File: src/rtl/frog_input_conditioner.sv
// Synchronises, debounces and arbitrates the four frog direction switches into one clean level.
// Optional auto-repeat gaps while a direction is held: define FROG_AUTO_REPEAT_EN.
module frog_input_conditioner #(
    parameter int DEBOUNCE_LIMIT = 250000,
    parameter int REPEAT_DELAY   = 12500000,
    parameter int REPEAT_PERIOD  = 5000000
) (
    input  logic i_Clk,
    input  logic i_Rst,
    input  logic i_Switch_Up,
    input  logic i_Switch_Dn,
    input  logic i_Switch_Lt,
    input  logic i_Switch_Rt,
    output logic o_Frog_Up,
    output logic o_Frog_Dn,
    output logic o_Frog_Lt,
    output logic o_Frog_Rt,
    output logic o_Lockout
);

    localparam int CNT_W = $clog2(DEBOUNCE_LIMIT);
    localparam logic [CNT_W-1:0] CNT_MAX = CNT_W'(DEBOUNCE_LIMIT - 1);

    typedef enum logic [1:0] {
        ST_IDLE    = 2'd0,
        ST_ACTIVE  = 2'd1,
        ST_LOCKOUT = 2'd2
    } state_t;

    // Bit order throughout: 0 = up, 1 = down, 2 = left, 3 = right.
    logic [3:0]       switch_raw_s;
    logic [3:0]       sync1_r;
    logic [3:0]       sync2_r;
    logic [3:0]       stable_r;
    logic [CNT_W-1:0] db_cnt_r [4];

    state_t     state_r;
    logic [3:0] dir_r;
    logic [3:0] frog_r;
    logic       lockout_r;

    logic [2:0] n_high_s;
    logic       own_held_s;
    logic       other_held_s;

    function automatic logic [2:0] count_ones(input logic [3:0] v);
        count_ones = 3'(v[0]) + 3'(v[1]) + 3'(v[2]) + 3'(v[3]);
    endfunction

    assign switch_raw_s = {i_Switch_Rt, i_Switch_Lt, i_Switch_Dn, i_Switch_Up};

    // Two-flop synchroniser for the asynchronous switch inputs
    always_ff @(posedge i_Clk or posedge i_Rst) begin
        if (i_Rst) begin
            sync1_r <= 4'b0000;
            sync2_r <= 4'b0000;
        end else begin
            sync1_r <= switch_raw_s;
            sync2_r <= sync1_r;
        end
    end

    // Per-switch debounce: stable value flips after DEBOUNCE_LIMIT consecutive mismatches
    always_ff @(posedge i_Clk or posedge i_Rst) begin
        if (i_Rst) begin
            stable_r <= 4'b0000;
            for (int i = 0; i < 4; i++) begin
                db_cnt_r[i] <= '0;
            end
        end else begin
            for (int i = 0; i < 4; i++) begin
                if (sync2_r[i] == stable_r[i]) begin
                    db_cnt_r[i] <= '0;
                end else if (db_cnt_r[i] == CNT_MAX) begin
                    stable_r[i] <= sync2_r[i];
                    db_cnt_r[i] <= '0;
                end else begin
                    db_cnt_r[i] <= db_cnt_r[i] + 1'b1;
                end
            end
        end
    end

    // Arbitration decode of the debounced switch set against the held direction
    always_comb begin
        n_high_s     = count_ones(stable_r);
        own_held_s   = 1'b0;
        other_held_s = 1'b0;
        if (state_r == ST_ACTIVE) begin
            own_held_s   = |(stable_r & dir_r);
            other_held_s = |(stable_r & ~dir_r);
        end else begin
            own_held_s   = 1'b0;
            other_held_s = 1'b0;
        end
    end

`ifdef FROG_AUTO_REPEAT_EN
    localparam int HOLD_W = $clog2(REPEAT_DELAY + 1);
    localparam logic [HOLD_W-1:0] HOLD_DELAY  = HOLD_W'(REPEAT_DELAY);
    localparam logic [HOLD_W-1:0] HOLD_PERIOD = HOLD_W'(REPEAT_PERIOD);

    logic [HOLD_W-1:0] hold_cnt_r;
    logic [HOLD_W-1:0] hold_inc_s;
    logic              repeating_r;

    assign hold_inc_s = hold_cnt_r + 1'b1;
`else
    logic cfg_unused_s;
    assign cfg_unused_s = (REPEAT_DELAY > 0) ^ (REPEAT_PERIOD > 0);
`endif

    // Arbitration FSM with registered direction and lockout outputs
    always_ff @(posedge i_Clk or posedge i_Rst) begin
        if (i_Rst) begin
            state_r     <= ST_IDLE;
            dir_r       <= 4'b0000;
            frog_r      <= 4'b0000;
            lockout_r   <= 1'b0;
`ifdef FROG_AUTO_REPEAT_EN
            hold_cnt_r  <= '0;
            repeating_r <= 1'b0;
`endif
        end else begin
`ifdef FROG_AUTO_REPEAT_EN
            hold_cnt_r  <= '0;
            repeating_r <= 1'b0;
`endif
            case (state_r)
                ST_IDLE: begin
                    if (n_high_s == 3'd1) begin
                        state_r   <= ST_ACTIVE;
                        dir_r     <= stable_r;
                        frog_r    <= stable_r;
                        lockout_r <= 1'b0;
                    end else if (n_high_s >= 3'd2) begin
                        state_r   <= ST_LOCKOUT;
                        dir_r     <= 4'b0000;
                        frog_r    <= 4'b0000;
                        lockout_r <= 1'b1;
                    end else begin
                        state_r   <= ST_IDLE;
                        dir_r     <= 4'b0000;
                        frog_r    <= 4'b0000;
                        lockout_r <= 1'b0;
                    end
                end
                ST_ACTIVE: begin
                    // Another press wins over a simultaneous release: conflicts always lock out
                    if (other_held_s) begin
                        state_r   <= ST_LOCKOUT;
                        dir_r     <= 4'b0000;
                        frog_r    <= 4'b0000;
                        lockout_r <= 1'b1;
                    end else if (!own_held_s) begin
                        state_r   <= ST_IDLE;
                        dir_r     <= 4'b0000;
                        frog_r    <= 4'b0000;
                        lockout_r <= 1'b0;
                    end else begin
                        state_r   <= ST_ACTIVE;
                        dir_r     <= dir_r;
                        lockout_r <= 1'b0;
`ifdef FROG_AUTO_REPEAT_EN
                        if (!repeating_r && (hold_inc_s == HOLD_DELAY)) begin
                            frog_r      <= 4'b0000;
                            hold_cnt_r  <= '0;
                            repeating_r <= 1'b1;
                        end else if (repeating_r && (hold_inc_s == HOLD_PERIOD)) begin
                            frog_r      <= 4'b0000;
                            hold_cnt_r  <= '0;
                            repeating_r <= 1'b1;
                        end else begin
                            frog_r      <= dir_r;
                            hold_cnt_r  <= hold_inc_s;
                            repeating_r <= repeating_r;
                        end
`else
                        frog_r    <= dir_r;
`endif
                    end
                end
                ST_LOCKOUT: begin
                    frog_r <= 4'b0000;
                    dir_r  <= 4'b0000;
                    if (stable_r == 4'b0000) begin
                        state_r   <= ST_IDLE;
                        lockout_r <= 1'b0;
                    end else begin
                        state_r   <= ST_LOCKOUT;
                        lockout_r <= 1'b1;
                    end
                end
                default: begin
                    state_r   <= ST_IDLE;
                    dir_r     <= 4'b0000;
                    frog_r    <= 4'b0000;
                    lockout_r <= 1'b0;
                end
            endcase
        end
    end

    assign o_Frog_Up = frog_r[0];
    assign o_Frog_Dn = frog_r[1];
    assign o_Frog_Lt = frog_r[2];
    assign o_Frog_Rt = frog_r[3];
    assign o_Lockout = lockout_r;

endmodule

File: config.mk
export PLATFORM = sky130hd
export DESIGN_NAME = frog_input_conditioner
export DESIGN_NICKNAME = d
export VERILOG_FILES = /design/src/rtl/frog_input_conditioner.sv
export SDC_FILE = /design/constraint.sdc
export NUM_CORES = 1
export LEC_CHECK = 0
export BUFFER_PORTS_ARGS = -buffer_cell sky130_fd_sc_hd__buf_2
export CAP_MARGIN = 20
export CORE_MARGIN = 2
export CORE_UTILIZATION = 50
export CTS_CLUSTER_SIZE = 30
export DETAILED_ROUTE_END_ITERATION = 10
export HOLD_SLACK_MARGIN = 0.02
export PLACE_DENSITY = 0.66
export SETUP_SLACK_MARGIN = 0.3
export SLEW_MARGIN = 20
export SYNTH_ARGS = -nofsm -noshare
export SYNTH_HDL_FRONTEND = slang
export SYNTH_SLANG_ARGS = --single-unit
File: constraint.sdc
create_clock -name i_Clk -period 6 [get_ports i_Clk]
set_clock_uncertainty 0.1 [all_clocks]
set_input_delay 0.6 -clock i_Clk [delete_from_list [all_inputs] [get_ports i_Clk]]
set_output_delay 0.6 -clock i_Clk [all_outputs]
set_load 0.05 [all_outputs]
== Word level (Yosys, flattened, before mapping) ==
Cells that the tools add are included.

* Reductions and logical operators: 8
* Equal/unequal tests: 12
* $lt $le $gt $ge: 1
* Mux-type cells: 25
* Add/sub/neg operators: 7
* Bitwise logic cells: 7

{| class="wikitable"
|+ Operators by type and width
! cell !! count
|-
| two-way mux 18 bit || 8
|-
| adder 18 x 1 -> 18 bit (second input constant) || 4
|-
| == test 18 bit (second input constant) || 4
|-
| two-way mux 4 bit || 3
|-
| AND 4 bit || 2
|-
| two-way mux 2 bit || 4
|-
| case mux 4 bit (2 select lines) || 1
|-
| AND reduction 2 bit || 4
|-
| OR reduction 4 bit || 2
|-
| two-way mux 1 bit || 7
|-
| case mux 2 bit (3 select lines) || 1
|-
| == test 1 bit || 4
|-
| logical NOT 4 bit || 1
|-
| inverter 1 bit || 4
|-
| inverter 4 bit || 1
|-
| adder 2 x 1 -> 3 bit || 1
|-
| adder 3 x 1 -> 3 bit || 1
|-
| == test 3 x 1 -> 1 bit (second input constant) || 1
|-
| >= comparator 3 x 2 -> 1 bit (second input constant) || 1
|-
| != test 3 bit (second input constant) || 1
|-
| case mux 1 bit (3 select lines) || 1
|-
| adder 1 x 1 -> 2 bit || 1
|-
| == test 2 x 1 -> 1 bit (second input constant) || 1
|-
| == test 2 bit (second input constant) || 1
|-
| logical NOT 2 bit || 1
|}

* Output and inout port bits: 5
* Word-level logic and storage cells: 73
* Bits in registers: 91
* Input port bits: 6

== Logic depth before layout (Yosys ltp) ==
Gate-level depths: netlist of run 1.

* Word-level depth: 7
* Depth in mapped cells: 9
* Gate-level depth less buffers: 9

== Worst setup path before layout of run 1 ==
No wires, ideal clock.

* Path type: reg-to-reg
* Start point: register stable_r[0]
* End point: register frog_r[0]
* Arrival: 2.225 ns
* Library setup time: 0.068 ns
* Clock period less this slack: 2.393 ns
* Path buffers: 0
* Cell stages (with the launch flop): 10
* Required time: 5.832 ns
* Slack: 3.607 ns
* Cells stage by stage: dfrtp_1 inv_1 fa_1 inv_1 ha_1 inv_1 ha_1 nand2b_1 nor4_1 a22o_1

* Longest elaborated chain between the ends: 6
* Elaborated cells on any way between the ends: 14
* Those cells by class: add/sub: 3; eq/ne: 2; mux: 5; bitwise: 2; reduce/logical: 2

{| class="wikitable"
|+ RTL lines
! element !! line !! text
|-
| start, declared || 34 || <nowiki>logic [3:0] stable_r;</nowiki>
|-
| start signal, assigned by index || 75 || <nowiki>stable_r[i] <= sync2_r[i];</nowiki>
|-
| adder 1 x 1 -> 2 bit || 47 || <nowiki>count_ones = 3'(v[0]) + 3'(v[1]) + 3'(v[2]) + 3'(v[3]);</nowiki>
|-
| adder 2 x 1 -> 3 bit || 47 ||
|-
| adder 3 x 1 -> 3 bit || 47 ||
|-
| == test 3 x 1 -> 1 bit || 131 || <nowiki>if (n_high_s == 3'd1) begin</nowiki>
|-
| two-way mux 4 bit || 131 ||
|-
| case mux 4 bit (2 select lines) || -- ||
|-
| end signal, assigned || 134 || <nowiki>frog_r <= stable_r;</nowiki>
|-
| end signal, assigned || 179 || <nowiki>frog_r <= dir_r;</nowiki>
|-
| end, declared || 39 || <nowiki>logic [3:0] frog_r;</nowiki>
|}

Several ways; a longest one is shown, not always the timed one.
A chain may end at the register's enable or synchronous reset.

== Worst setup path after layout of run 1 ==
Ends and elaborated chain as after synthesis.

==> results of run 1 <==
==> critical path: cells and delay by family, from the launching register on <==
family / cells / cell delay, ps
buffers and inverters: 3 / 220
flip-flops: 1 / 430
AND/OR/NAND/NOR: 2 / 690
AO/OA/AOI/OAI: 1 / 250
adder cells (fa/ha/maj): 3 / 940
==> cells in the mapped netlist (3+ instances only) <==
master	n	area share, %
or4_1	5	0.84
nand3_1	25	2.8
nand4_1	17	2.4
ha_1	8	2.3
xnor2_1	45	8.9
nor2_1	77	6.5
xor2_1	16	3.2
o31ai_1	4	0.68
o22ai_1	3	0.42
o41ai_4	4	2.5
dfrtp_1	90	51
mux2_2	4	1.0
inv_1	24	2.0
and4_1	4	0.79
a21oi_1	7	0.79
nor3_1	13	1.5
a22o_1	5	0.99
nand4_4	3	1.4
buf_2	3	0.34
o21ai_0	3	0.34
nand2_1	20	1.7
nor4_1	26	3.7
==> cells in the final DEF (no fill, tap or decap), types with 3 or more instances in the layout <==
master    count
a21oi_1       7
xnor2_1      45
inv_6         3
o41ai_4       4
clkbuf_8      9
nand4_1      17
inv_1        23
xor2_1       16
buf_2        10
ha_1          8
o21ai_0       3
nor3_1       13
mux2_2        4
nor4_1       26
nor2_1       77
and4_1        4
or4_1         5
o22ai_1       3
a22o_1        5
o31ai_1       4
nand2_1      20
nand3_1      25
dfrtp_1      90
nand4_4       3
==> cell families after synthesis <==
| family | count (synthesis) | share of synthesized area [%] |
|---|---|---|
| compound gates | 28 | 6.08 |
| xor+xnor | 61 | 12.0 |
| fa+ha+maj | 9 | 2.70 |
| simple gates | 206 | 24.7 |
| mux | 4 | 1.01 |
| flops | 90 | 50.7 |
| buf+inv | 29 | 2.79 |
==> final timing paths <==
check / end / startpoint / slack (ps)
max in group asynchronous: db_cnt_r[53] / i_Rst / 4030
max: frog_r[0] / stable_r[0] / 3300
min: sync1_r[0] / i_Switch_Up / 230
min reg2reg: sync2_r[0] / sync1_r[0] / 260
min in group asynchronous: db_cnt_r[57] / i_Rst / 570
max reg2reg: frog_r[0] / stable_r[0] / 3300
==> layout make-up <==
class                   count  area [µm²]
clock buffers               9         124
repair buffers             12        67.6
well taps                 108         135
fillers                   780        3880
clock inverters             7        58.8
flip-flops and latches     90        2250
multi-input cells         308        2070
inverters                  24        91.3
==> sequential cells by signal, indices dropped and copies added (netlist names) <==
register	count
db_cnt_r	72
frog_r	4
stable_r	4
sync1_r	4
sync2_r	4
o_Lockout	1
state_r	1
==> where the power goes <==
part           leakage [nW]  internal [mW]  switching (mW)  total, mW
sequential             1.23          0.615         0.00848      0.624
clock                0.0925          0.158           0.232      0.389
combinational         0.689         0.0112          0.0258     0.0370
total                  2.01          0.784           0.266       1.05
==> stage by stage <==
stage,setup WS [ps],utilization [%]
finish,3300,55.3
global route,3080,55.3
CTS,3290,55.3
detailed placement,3330,53.1
global placement,3410,53.1
floorplan,2960,-
==> per-layer routing <==
layer / GRT usage (%) / routed length, µm
met1: 23.6 / 3700
met2: 27.8 / 3780
met3: 4.44 / 203
met4: 5.80 / 85
met5: 0 / 0
==> flow_summary.yaml, run 1 <==
logic_synthesis:
  ys_seq_area_share_pct: 50.7
  netlist-cell-type-count: 37
  syn_inst: 427
  syn_area_per_cell_um2: 10.4
  ys_warn_count: 0
  syn-cell-area_um2: 4440
  ys_ff_latch: 90
  synth-edff-count: 0
  syn-num-nets: 442
  ys_dominant_reg_cell: "dfrtp_1"
  async_flop_share_pct: 100
timing:
  timing.hold.ws_ps: 231
  rsz0062_at_grt: "no"
  finalCritPeriodShare_pct: 45.0
  final-setup-viol-count: 0
  layout_min_cycle_time_ps: 2700
  fmax_mhz: 370
  slew_headroom_pct: 36.6
  maxSlewViolCount: 0
  worst_pin_slew_ps: 951
  setup_tns_ps: 0
  timing_hold_violations_final: 0
clock_tree:
  cts_buffers: 9
  post-cts-setup-buffers: 0
  path_clk_slew_ps: 100
  cts_resized: 0
  cts_sinks: 90
  clock_tree.buffer_depth: 2
  hold_buffers: 1
  cts_tree: "built"
  clock_latency_ps: 370
  htreeDepth: 3
  clockRootBuffer: "clkbuf_8"
global_routing:
  grt_max_degree: 79
  grt_first_pass_wirelength_mm: 13.9
  grt_pass1_vias: 3061
  antenna_found_initial: 0
  track_usage_pct: 17.5
  gr-total-overflow: 0
critical_path:
  worstPathCellList: "inv_1 -> fa_1 -> inv_1 -> ha_1 -> inv_1 -> ha_1 -> nand2b_1 -> nor4_1 -> a22o_1"
  cp_common_cell: "inv_1"
  crit_type: "reg2reg"
  cp.required_ps: 6200
  endpoint_kind: "flop"
  crit_slowest_cell: "nor4_1"
  slowest_delay_ps: 550
  r2r_cells: 9
  path_max_fanout: 5
  crit_arrival_ps: 2900
  startpoint_type: "flop"
power:
  power_mw: 1.05
  peakVddDrop_mv: 0.144
  p_leak_nw: 2.01
  power_per_cell_area_nw_per_um2: 219
floorplanning:
  start_util_pct: 51.2
  die_width_um: 98.3
  die_y_um: 98.3
  die_area_um2: 9660
  pin_count: 11
  rows: 34
  core_area_um2: 8680
route:
  drc: 0
  vias: 3023
  wl_mm: 7.77
  wl_per_cell_um: 13.9
  drt_pass1_iterations: 4
  drt_iter0_markers: 130
  viasPerCell: 5.42
  antenna_left: 0
layout:
  area_delta_synth_final_pct: 7.94
  drive_gt1_share_pct: 10.0
  final_nets: 460
  diodes: 0
  postLayoutCellArea_um2: 4800
  final_cells: 558
placed_design:
  postPlaceCellArea_um2: 4600
  gp_congestion: 0.893
  port_buffers: 10
  hpwl_mm: 5.33
  post-place-cells: 541
min_path:
  min_path_type: "in2reg"
  worstHoldPathCells: 1
flow_run:
  maxCapViolations: 0
outcome:
  status: "finished, final reports clean"
Note: power is estimated with default switching activity, not from simulation.
==> run 2: changes to the inputs <==
--- a/config.mk
+++ b/config.mk
@@ -12,7 +12,7 @@
 export CTS_CLUSTER_SIZE = 30
 export DETAILED_ROUTE_END_ITERATION = 10
 export HOLD_SLACK_MARGIN = 0.02
-export PLACE_DENSITY = 0.66
+export PLACE_DENSITY = 0.69
 export SETUP_SLACK_MARGIN = 0.3
 export SLEW_MARGIN = 20
 export SYNTH_ARGS = -nofsm -noshare
==> constraint.sdc (replaced) <==
create_clock -name i_Clk -period 2.35 [get_ports i_Clk]
set_clock_uncertainty 0.1 [all_clocks]
set_input_delay 0.235 -clock i_Clk [delete_from_list [all_inputs] [get_ports i_Clk]]
set_output_delay 0.235 -clock i_Clk [all_outputs]
set_load 0.05 [all_outputs]
==> flow_summary.yaml, run 2 (synthesized netlist as in run 1, its figures left out) <==
clock_tree:
  cts_tree: "built"
  htreeDepth: 3
  clockRootBuffer: "clkbuf_8"
  cts_buffers: 9
  path_clk_slew_ps: 100
  clock_latency_ps: 350
  clock_tree.buffer_depth: 2
  cts_sinks: 90
critical_path:
  crit_family: "adder cells"
  slowest_delay_ps: 550
  startpoint_type: "flop"
  crit_buf_inv: 3
  cp.required_ps: 2530
  crit_slowest_cell: "fa_1"
  worstPathCellList: "inv_2 -> fa_1 -> inv_1 -> ha_2 -> buf_4 -> ha_1 -> nor4_4 -> a22o_1"
  path_max_fanout: 5
  crit_arrival_ps: 2420
  crit_type: "reg2reg"
  endpoint_kind: "flop"
floorplanning:
  pin_count: 11
  die_area_um2: 9660
  start_util_pct: 51.2
  die_y_um: 98.3
  core_area_um2: 8680
  rows: 34
  die_width_um: 98.3
placed_design:
  hpwl_mm: 5.45
  gp_congestion: 0.835
  dp_slack_ps: 43.6
  port_buffers: 10
global_routing:
  busiest_layer: "met2"
  grt_first_pass_wirelength_mm: 13.8
  grt.met3_usage_pct: 3.29
  track_usage_pct: 17.5
  use_met1_pct: 23.8
  grt_pass1_vias: 3014
  antenna_found_initial: 0
  gr-total-overflow: 0
  grt_max_degree: 40
  met2_usage_pct: 27.3
route:
  wl_per_cell_um: 13.4
  antenna_left: 0
  vias: 3169
  drt_iter0_markers: 76
  drc: 0
  drt_pass1_iterations: 4
  viasPerCell: 5.47
  wl_mm: 7.75
layout:
  final_nets: 481
  final_cell_mix: "dfrtp_1 (89), nor2_1 (77), xnor2_1 (45)"
  diodes: 0
  drive_gt1_share_pct: 14.9
  multiInputGateArea_um2: 2110
  layout_commonest_cell: "dfrtp_1"
  regMostFlops: "db_cnt_r"
  largest_register_ffs: 72
  area_delta_synth_final_pct: 13.1
  fill_cells: 767
  final-seq-area_um2: 2250
timing:
  finalCritPeriodShare_pct: 95.3
  rsz0062_at_grt: "yes"
  fmax_mhz: 446
  setup_tns_ps: 0
  timing.final.ws_setup_ps: 110
  slew_headroom_pct: 42.4
  worst_pin_slew_ps: 862
  timing_hold_violations_final: 0
  final-setup-viol-count: 0
  layout_min_cycle_time_ps: 2240
  timing.hold.ws_ps: 262
  maxSlewViolCount: 0
min_path:
  min_path_type: "reg2reg"
power:
  power_mw: 2.69
  power_per_cell_area_nw_per_um2: 536
  p_leak_nw: 2.11
  peakVddDrop_mv: 0.382
outcome:
  status: "finished, final reports clean"
flow_run:
  maxCapViolations: 0
-- run 2: layout make-up --
cell class | instances | share of cell area [%]
Multi-Input combinational cell | 308 | 42.0
Sequential cell | 90 | 44.8
Clock buffer | 10 | 2.74
Inverter | 24 | 1.87
Clock inverter | 6 | 0.971
Tap cell | 108 | 2.69
Timing Repair Buffer | 33 | 4.93
-- run 2: repair_timing --
| action | 4_1_cts | 5_1_grt |
|---|---|---|
| cloned | 0 | 0 |
| resized for setup | 2 | 2 |
| setup buffers | 2 | 3 |
| hold endpoints to repair | 39 | 0 |
| pin swaps | 5 | 5 |
| hold buffers | 5 | 0 |
| endpoints found under the setup margin | 5 | 5 |
-- run 2: stage by stage --
step | cells | util (%) | area, µm²
after CTS | 576 | 57.6 | 5000
after global placement | 553 | 54.6 | 4730
final | 579 | 57.9 | 5020
after detailed placement | 553 | 54.6 | 4730
after global routing | 579 | 57.9 | 5020
after floorplan | 427 | - | 4470
-- run 2: worst reg2reg max path: cells and delay by family (launching register included) --
kind / cells / cell delay [ps]
adders and majority gates: 3 / 910
DFF: 1 / 370
and+or+nand+nor: 1 / 340
buffers and inverters: 3 / 250
AOI/OAI and AO/OA: 1 / 210
-- run 2: report_power, final --
part	internal [mW]	leakage (nW)	switching, mW
logic	0.0448	0.790	0.0700
clock network	0.425	0.0972	0.563
registers	1.57	1.23	0.0212
total	2.04	2.11	0.654
-- run 2: final timing paths --
kind | from | endpoint | slack, ps | depth (start not counted)
max in group asynchronous | i_Rst | db_cnt_r[64] | 1040 | 4
max reg2reg | stable_r[0] | frog_r[2] | 110 | 8
min in group asynchronous | i_Rst | sync2_r[2] | 490 | 3
max | stable_r[0] | frog_r[2] | 110 | 8
min | sync1_r[2] | sync2_r[2] | 260 | 0
min reg2reg | sync1_r[2] | sync2_r[2] | 260 | 0
-- run 2: per-layer routing --
layer	vias up	part of all wire [%]	wire, µm
met2	37	47	3620
met4	0	1.5	117
met3	10	2.3	181
met5	-	0	0
met1	1542	49	3830
li1	1580	-	-
==> run 3: changes to the inputs <==
--- a/config.mk
+++ b/config.mk
@@ -13,6 +13,7 @@
 export DETAILED_ROUTE_END_ITERATION = 10
 export HOLD_SLACK_MARGIN = 0.02
 export PLACE_DENSITY = 0.69
+export RECOVER_POWER = 100
 export SETUP_SLACK_MARGIN = 0.3
 export SLEW_MARGIN = 20
 export SYNTH_ARGS = -nofsm -noshare
==> flow_summary.yaml, run 3 (synthesized netlist as in run 1, its figures left out) <==
layout:
  area_delta_synth_final_pct: 11.0
  postLayoutCellArea_um2: 4930
  final_util_pct: 56.9
  drive_gt1_share_pct: 11.5
  final_cells: 579
  final_nets: 481
  diodes: 0
  largest_register_ffs: 72
  final_cell_mix: "dfrtp_1 (89), nor2_1 (77), xnor2_1 (45)"
  regMostFlops: "db_cnt_r"
  layout_commonest_cell: "dfrtp_1"
min_path:
  min_from: "sync1_r[2]"
  hold_end: "sync2_r[2]"
  worstHoldPathCells: 0
  min_path_type: "reg2reg"
power:
  power_mw: 2.68
  seqPwrFrac_pct: 59.4
  p_int_mw: 2.03
  p_leak_nw: 2.03
  switching_share_pct: 24.3
  power_per_cell_area_nw_per_um2: 544
  peakVddDrop_mv: 0.382
  switching_power_mw: 0.653
  clkPwrFrac_pct: 36.8
  combPwrFrac_pct: 3.8
floorplanning:
  start_util_pct: 51.2
  rows: 34
  die_area_um2: 9660
  die_y_um: 98.3
  pin_count: 11
  die_width_um: 98.3
  core_area_um2: 8680
critical_path:
  reg2reg_from: "stable_r[0]"
  r2r_cells: 8
  cp.required_ps: 2530
  startpoint_type: "flop"
  crit_type: "reg2reg"
  crit_path_start: "stable_r[0]"
  ff2ff_setup_slack_ps: 120
  path_max_fanout: 5
  r2r-end: "frog_r[2]"
  endpoint_kind: "flop"
  crit_arrival_ps: 2420
timing:
  rsz0062_at_grt: "yes"
  maxSlewViolCount: 0
  fmax_mhz: 447
  layout_min_cycle_time_ps: 2230
  timing_hold_violations_final: 0
  setup_tns_ps: 0
  slew_headroom_pct: 45.0
  timing.hold.ws_ps: 262
  worst_pin_slew_ps: 823
  final-setup-viol-count: 0
  finalCritPeriodShare_pct: 95.1
  timing.final.ws_setup_ps: 115
clock_tree:
  cts_sinks: 90
  path_clk_slew_ps: 100
  clock_latency_ps: 350
  htreeDepth: 3
  cts_buffers: 9
  clockRootBuffer: "clkbuf_8"
  cts_tree: "built"
  clock_tree.buffer_depth: 2
route:
  wl_per_cell_um: 13.4
  drt_iter0_markers: 81
  wl_mm: 7.78
  drc: 0
  viasPerCell: 5.44
  vias: 3152
  antenna_left: 0
  drt_pass1_iterations: 4
flow_run:
  maxCapViolations: 0
placed_design:
  hpwl_mm: 5.45
  gp_congestion: 0.835
  port_buffers: 10
  postPlaceCellArea_um2: 4730
  dp_slack_ps: 43.6
  post-place-cells: 553
outcome:
  status: "finished, final reports clean"
global_routing:
  grt_pass1_vias: 3014
  antenna_found_initial: 0
  grt_max_degree: 40
  track_usage_pct: 17.5
  gr-total-overflow: 0
  grt_first_pass_wirelength_mm: 13.8
-- run 3: routing by layer --
metal / vias up / share of wire, % / track usage [%]
met4: 0 / 1.4 / 8.01
met5: - / 0 / 0
met1: 1528 / 49 / 23.8
met2: 38 / 47 / 27.3
met3: 8 / 2.3 / 3.29
li1: 1578 / - / -
-- run 3: power by group through the flow --
stage	Combinational [mW]	Clock, mW	Sequential (mW)
after global placement	0.112	0	1.62
final	0.102	0.988	1.59
after global routing	0.120	1.10	1.60
after detailed placement	0.113	0	1.62
after CTS	0.120	1.02	1.59
after floorplan	0.0774	0	1.62
-- run 3: worst max-delay path, stage by stage (launching register included) --
cell	delay, ps
dfrtp_1	370
inv_2	70
fa_1	550
inv_1	50
ha_2	170
buf_4	130
ha_1	190
nor4_4	340
a22o_1	210
-- run 3: layout make-up --
cell class	instances	area, µm²
fillers	778	3740
flip-flops and latches	90	2250
multi-input cells	308	2070
repair buffers	33	195
clock buffers	10	138
well taps	108	135
inverters	24	93.8
clock inverters	6	48.8
-- run 3: repair_timing --
item | in CTS | in global routing
pin swaps | 5 | 5
cloned | 0 | 0
buffers inserted | 2 | 3
setup endpoints to repair | 5 | 5
gates resized for setup | 2 | 2
hold buffers | 5 | 0
endpoints found under the hold margin | 39 | 0
-- run 3: how the worst max path moves through the flow --
stage                     depth (start not counted)         end  slack, ps
after global routing                              9   frog_r[1]          8
after detailed placement                          9   frog_r[2]         40
final                                             8   frog_r[2]        120
after global placement                            9   frog_r[0]        160
after floorplan                                   9  state_r[0]        230
after CTS                                         9   frog_r[2]         60
